===== config.mk =====
export PLATFORM = sky130hd
export DESIGN_NAME = sha3_dst_fifo
export DESIGN_NICKNAME = d
export VERILOG_FILES = /design/src/rtl/sha3_pkg.sv /design/src/rtl/sha3_dst_fifo_mem.sv /design/src/rtl/sha3_dst_fifo.sv
export SDC_FILE = /design/constraint.sdc
export NUM_CORES = 1
export LEC_CHECK = 0
export ABC_AREA = 1
export CORE_MARGIN = 2
export CORE_UTILIZATION = 35
export CTS_BUF_LIST = sky130_fd_sc_hd__clkbuf_4 sky130_fd_sc_hd__clkbuf_8
export CTS_CLUSTER_SIZE = 10
export DETAILED_ROUTE_END_ITERATION = 6
export HOLD_SLACK_MARGIN = 0.02
export SLEW_MARGIN = 10
export SYNTH_ARGS = -nofsm -noshare
export SYNTH_HDL_FRONTEND = slang
export SYNTH_SLANG_ARGS = --single-unit

===== constraint.sdc =====
create_clock -name clk -period 6.75 [get_ports clk]
set_input_delay 1.0125 -clock clk [delete_from_list [all_inputs] [get_ports clk]]
set_output_delay 1.0125 -clock clk [all_outputs]
set_load 0.03 [all_outputs]

===== src/rtl/sha3_pkg.sv =====
// ============================================================================
// sha3_pkg : shared widths for the SHA-3 output path (digest word, beat, FIFO entry)
// Rev 1.0
// ============================================================================
`default_nettype none

package sha3_pkg;

    localparam int DST_W       = 64;
    localparam int DST_OW      = 32;
    localparam int DST_ENTRY_W = DST_W + 1;

    // A FIFO entry carries the digest word plus its "last word" marker.
    function automatic int dst_entry_width(input int w);
        return w + 1;
    endfunction

endpackage

`default_nettype wire


===== src/rtl/sha3_dst_fifo_mem.sv =====
// ============================================================================
// sha3_dst_fifo_mem : DEPTH x EW register array, one write port, async read port
// Rev 1.0
// ============================================================================
`default_nettype none

module sha3_dst_fifo_mem #(
    parameter int EW    = 65,
    parameter int DEPTH = 8,
    parameter int AW    = $clog2(DEPTH)
) (
    input  logic          clk,
    input  logic          we,
    input  logic [AW-1:0] waddr,
    input  logic [EW-1:0] wdata,
    input  logic [AW-1:0] raddr,
    output logic [EW-1:0] rdata
);

    logic [EW-1:0] mem [DEPTH];

    always_ff @(posedge clk) begin
        if (we) begin
            mem[waddr] <= wdata;
        end
    end

    assign rdata = mem[raddr];

endmodule

`default_nettype wire


===== src/rtl/sha3_dst_fifo.sv =====
// ============================================================================
// sha3_dst_fifo : digest word FIFO, W-bit words out as two OW-bit beats MSB first.
// Optional macro SHA3_DST_OVERFLOW_FLAG_EN adds a sticky overflow output. Rev 1.0
// ============================================================================
`default_nettype none

module sha3_dst_fifo
    import sha3_pkg::*;
#(
    parameter int W     = DST_W,
    parameter int DEPTH = 8,
    parameter int OW    = DST_OW
) (
    input  logic                     clk,
    input  logic                     rst,
    input  logic [W-1:0]             din,
    input  logic                     din_write,
    input  logic                     din_last,
    output logic                     dst_ready,
    output logic [OW-1:0]            dout,
    output logic                     dout_valid,
    input  logic                     dout_ready,
    output logic                     dout_last,
    output logic [$clog2(DEPTH):0]   level
`ifdef SHA3_DST_OVERFLOW_FLAG_EN
    ,
    output logic                     overflow
`endif
);

    localparam int              AW         = $clog2(DEPTH);
    localparam int              EW         = dst_entry_width(W);
    localparam logic [AW:0]     FULL_COUNT = (AW+1)'(DEPTH);
    localparam logic [AW:0]     CNT_ONE    = (AW+1)'(1);
    localparam logic [AW-1:0]   PTR_ONE    = AW'(1);

    logic [AW-1:0] wr_ptr;
    logic [AW-1:0] rd_ptr;
    logic [AW:0]   count;
    logic          half;
    logic [EW-1:0] rd_entry;
    logic          full;
    logic          write_ok;
    logic          beat_take;
    logic          pop;

    // Full is judged on the pre-pop count, so a write racing a pop from full is lost.
    assign full      = (count == FULL_COUNT);
    assign write_ok  = din_write && !full;
    assign beat_take = dout_valid && dout_ready;
    assign pop       = beat_take && half;

    sha3_dst_fifo_mem #(
        .EW    (EW),
        .DEPTH (DEPTH),
        .AW    (AW)
    ) u_mem (
        .clk   (clk),
        .we    (write_ok),
        .waddr (wr_ptr),
        .wdata ({din_last, din}),
        .raddr (rd_ptr),
        .rdata (rd_entry)
    );

    always_ff @(posedge clk) begin
        if (rst) begin
            wr_ptr <= '0;
            rd_ptr <= '0;
            count  <= '0;
            half   <= 1'b0;
        end else begin
            if (write_ok) begin
                wr_ptr <= wr_ptr + PTR_ONE;
            end
            if (pop) begin
                rd_ptr <= rd_ptr + PTR_ONE;
            end
            if (beat_take) begin
                half <= ~half;
            end
            case ({write_ok, pop})
                2'b10:   count <= count + CNT_ONE;
                2'b01:   count <= count - CNT_ONE;
                default: count <= count;
            endcase
        end
    end

`ifdef SHA3_DST_OVERFLOW_FLAG_EN
    always_ff @(posedge clk) begin
        if (rst) begin
            overflow <= 1'b0;
        end else if (din_write && full) begin
            overflow <= 1'b1;
        end
    end
`endif

    assign dst_ready  = full;
    assign dout_valid = (count != '0);
    assign dout       = half ? rd_entry[OW-1:0] : rd_entry[W-1:OW];
    assign dout_last  = rd_entry[W] && half && dout_valid;
    assign level      = count;

endmodule

`default_nettype wire


==> qor.yml <==
clock_tree:
  htree_levels: 3
  cts_tree: "built"
  cts.sinks: 534
  root_buffer: "clkbuf_8"
  cts_buffers: 86
  post_cts_buffers: 0
  clock_path_buffers: 3
  cts_resized: 0
  hold_buffers: 0
  insertion_delay_ns: 0.66
  clkSlewWorstSetupHoldPaths_ns: 0.06
routing:
  num_vias: 13122
  final_antenna_net_count: 0
  drcViolationCount: 0
  wire_per_inst_um: 20.7
  drt-total-wl_um: 53300
  drtIter0Drc: 1164
  via_per_inst: 5.10
  dr.pass1.iters: 5
synth:
  synth_area_um2: 21200
  synth_fa_ha_area_frac: 0.00295
  ys_warn_count: 0
  yosys.area_share.simple: 0.0802
  avgSynthCellArea_um2: 13.1
  yosysSeqAreaShare: 0.750
  synth.area.mux_share: 0
  synth_cells: 1616
  synth_top_family_by_area: "compound AO/OA/AOI/OAI gates"
  syn-num-nets: 1690
  synth-compound-area-share: 0.122
  synth-seq-cells: 534
  ys_types: 24
  synth_xor_area_frac: 0.00207
sta:
  timing.fmax_ghz: 0.190
  rsz0062_at_grt: "false"
  hold-worst-slack_ns: 0.492
  period_minus_slack_ns: 5.26
  tightest_slew_ns: 1.14
  fin_crit_sh: 0.779
  setup_tns_ns: 0
  slew_headroom: 0.241
  finalHoldViolCount: 0
  finalSetupViolCount: 0
  slew_viol_final: 0
  skew_ns: 0.0336
placed_design:
  dp.cells: 2422
  gp_congestion: 0.754
  dpl.hpwl_um: 28600
  io_buffers: 107
die:
  num_io_pins: 108
  fp-row-count: 90
  die_y_um: 250
  start_util: 0.352
  die_w_um: 250
  die_area_um2: 62500
  core-area_um2: 60100
critical_path:
  path_delay_family: "buffers and inverters"
  cp.required_ns: 5.74
  critical_path_class: "register to primary output"
  end_kind: "primary output"
  cp_cell_sequence: "clkinv_2, buf_4, buf_4, nor2_1, o21ai_0, o211ai_1, nand3_1, nand2_1, clkdlybuf4s50_1"
  worst-r2r-setup-slack_ns: 3.76
  crit_path_top_delay_cell: "dfxtp_4"
  crit_buf_inv: 4
  path_common_cell: "buf_4"
  critPathMaxStageDelay_ns: 0.94
  arrival_ns: 4.25
  worstPathMaxFanout: 78
  crit_path_start_kind: "register"
global_route:
  grt_start_max_net_pins: 138
  antenna_found_initial: 13
  grt_pass1_wl_um: 79400
  grt_overflow_total: 0
  grt_pass1_vias: 12659
  grtUsageTotal: 0.168
min_path:
  min_path_type: "register to register"
cells_and_area:
  area.growth.synth_to_final_pct: 16.3
  nets: 1802
  drive_above_1_share: 0.0956
  final_cell_mix: "520 x edfxtp_1, 280 x nor2_1, 175 x o21ai_0"
  final_core_util: 0.410
  fin_cells: 2575
  final_common_cell: "edfxtp_1"
pwr:
  ir_worst_vdd_mv: 0.134
  powerDensity_nw_per_um2: 322
  leakagePower_nw: 8.13
outcome:
  status: "finished clean"
run:
  maxCapViolCount: 0
## cells in the mapped netlist (all sizes together)
| cell | instances | area, um^2 |
|---|---|---|
| o211ai | 120 | 901 |
| o22ai | 1 | 6.26 |
| nand2 | 54 | 203 |
| ha | 5 | 62.6 |
| dfxtp | 14 | 280 |
| buf | 51 | 379 |
| nor3 | 2 | 10.0 |
| o21ai | 264 | 1320 |
| edfxtp | 520 | 15600 |
| xnor2 | 2 | 17.5 |
| xor2 | 3 | 26.3 |
| inv | 84 | 318 |
| nand3 | 81 | 405 |
| nor2 | 288 | 1080 |
| a21oi | 72 | 364 |
| clkbuf | 55 | 206 |
## power breakdown
| group | switching [W] | internal [W] | total, W |
|---|---|---|---|
| combinational | 0.000858 | 0.000406 | 0.00126 |
| clock | 0.00125 | 0.00157 | 0.00281 |
| sequential | 0.0000684 | 0.00381 | 0.00388 |
| total | 0.00217 | 0.00578 | 0.00795 |
## worst reg2reg max path, delay by kind of cell (launching register included)
| kind | cells | cell delay (ns) |
|---|---|---|
| buffers and inverters | 2 | 0.94 |
| DFF | 1 | 0.43 |
| and+or+nand+nor | 5 | 1.19 |
## worst paths after layout
check	startpoint	end	depth (start not counted)
hold / removal	wr_ptr[0]	wr_ptr[0]	2
setup reg to reg	level[0]	u_mem.mem[5][25]	7
hold reg to reg	wr_ptr[0]	wr_ptr[0]	2
setup / recovery	register	dout[5]	9
## cell families after synthesis
kind of cell / after synthesis
simple gates: 425
buf+inv: 190
xor+xnor: 5
flops: 534
fa+ha+maj: 5
compound gates: 457
## routing by layer
metal,global-route usage,vias up,part of all wire
met5,0,-,0.0021
met3,0.0428,103,0.067
met2,0.269,354,0.47
met4,0.0630,16,0.026
met1,0.221,6494,0.44
li1,-,6155,-
## metrics by stage
stage / worst slack (ns) / area, um^2 / power, W
2_1_floorplan: 2.22 / 21200 / 0.00471
3_3_place_gp: 2.20 / 22900 / 0.00520
3_5_place_dp: 2.17 / 22900 / 0.00522
4_1_cts: 1.38 / 24700 / 0.00803
5_1_grt: 1.18 / 24700 / 0.00828
6_report: 1.49 / 24700 / 0.00795
## state kept, by name (all words and copies together) (netlist names), named ones only
register	flops
wr_ptr	3
rd_ptr	3
half	1
level	4
u_mem.mem	520
## layout make-up
type	count	area, um^2
fill	5560	35500
sequential	534	15900
multi-input combinational	892	4460
clock buffer	110	1380
timing repair buffer	130	1270
tap	782	978
clock inverter	39	337
inverter	84	322
antenna	4	10.0
No activity file was read; power rests on OpenSTA's default activity.
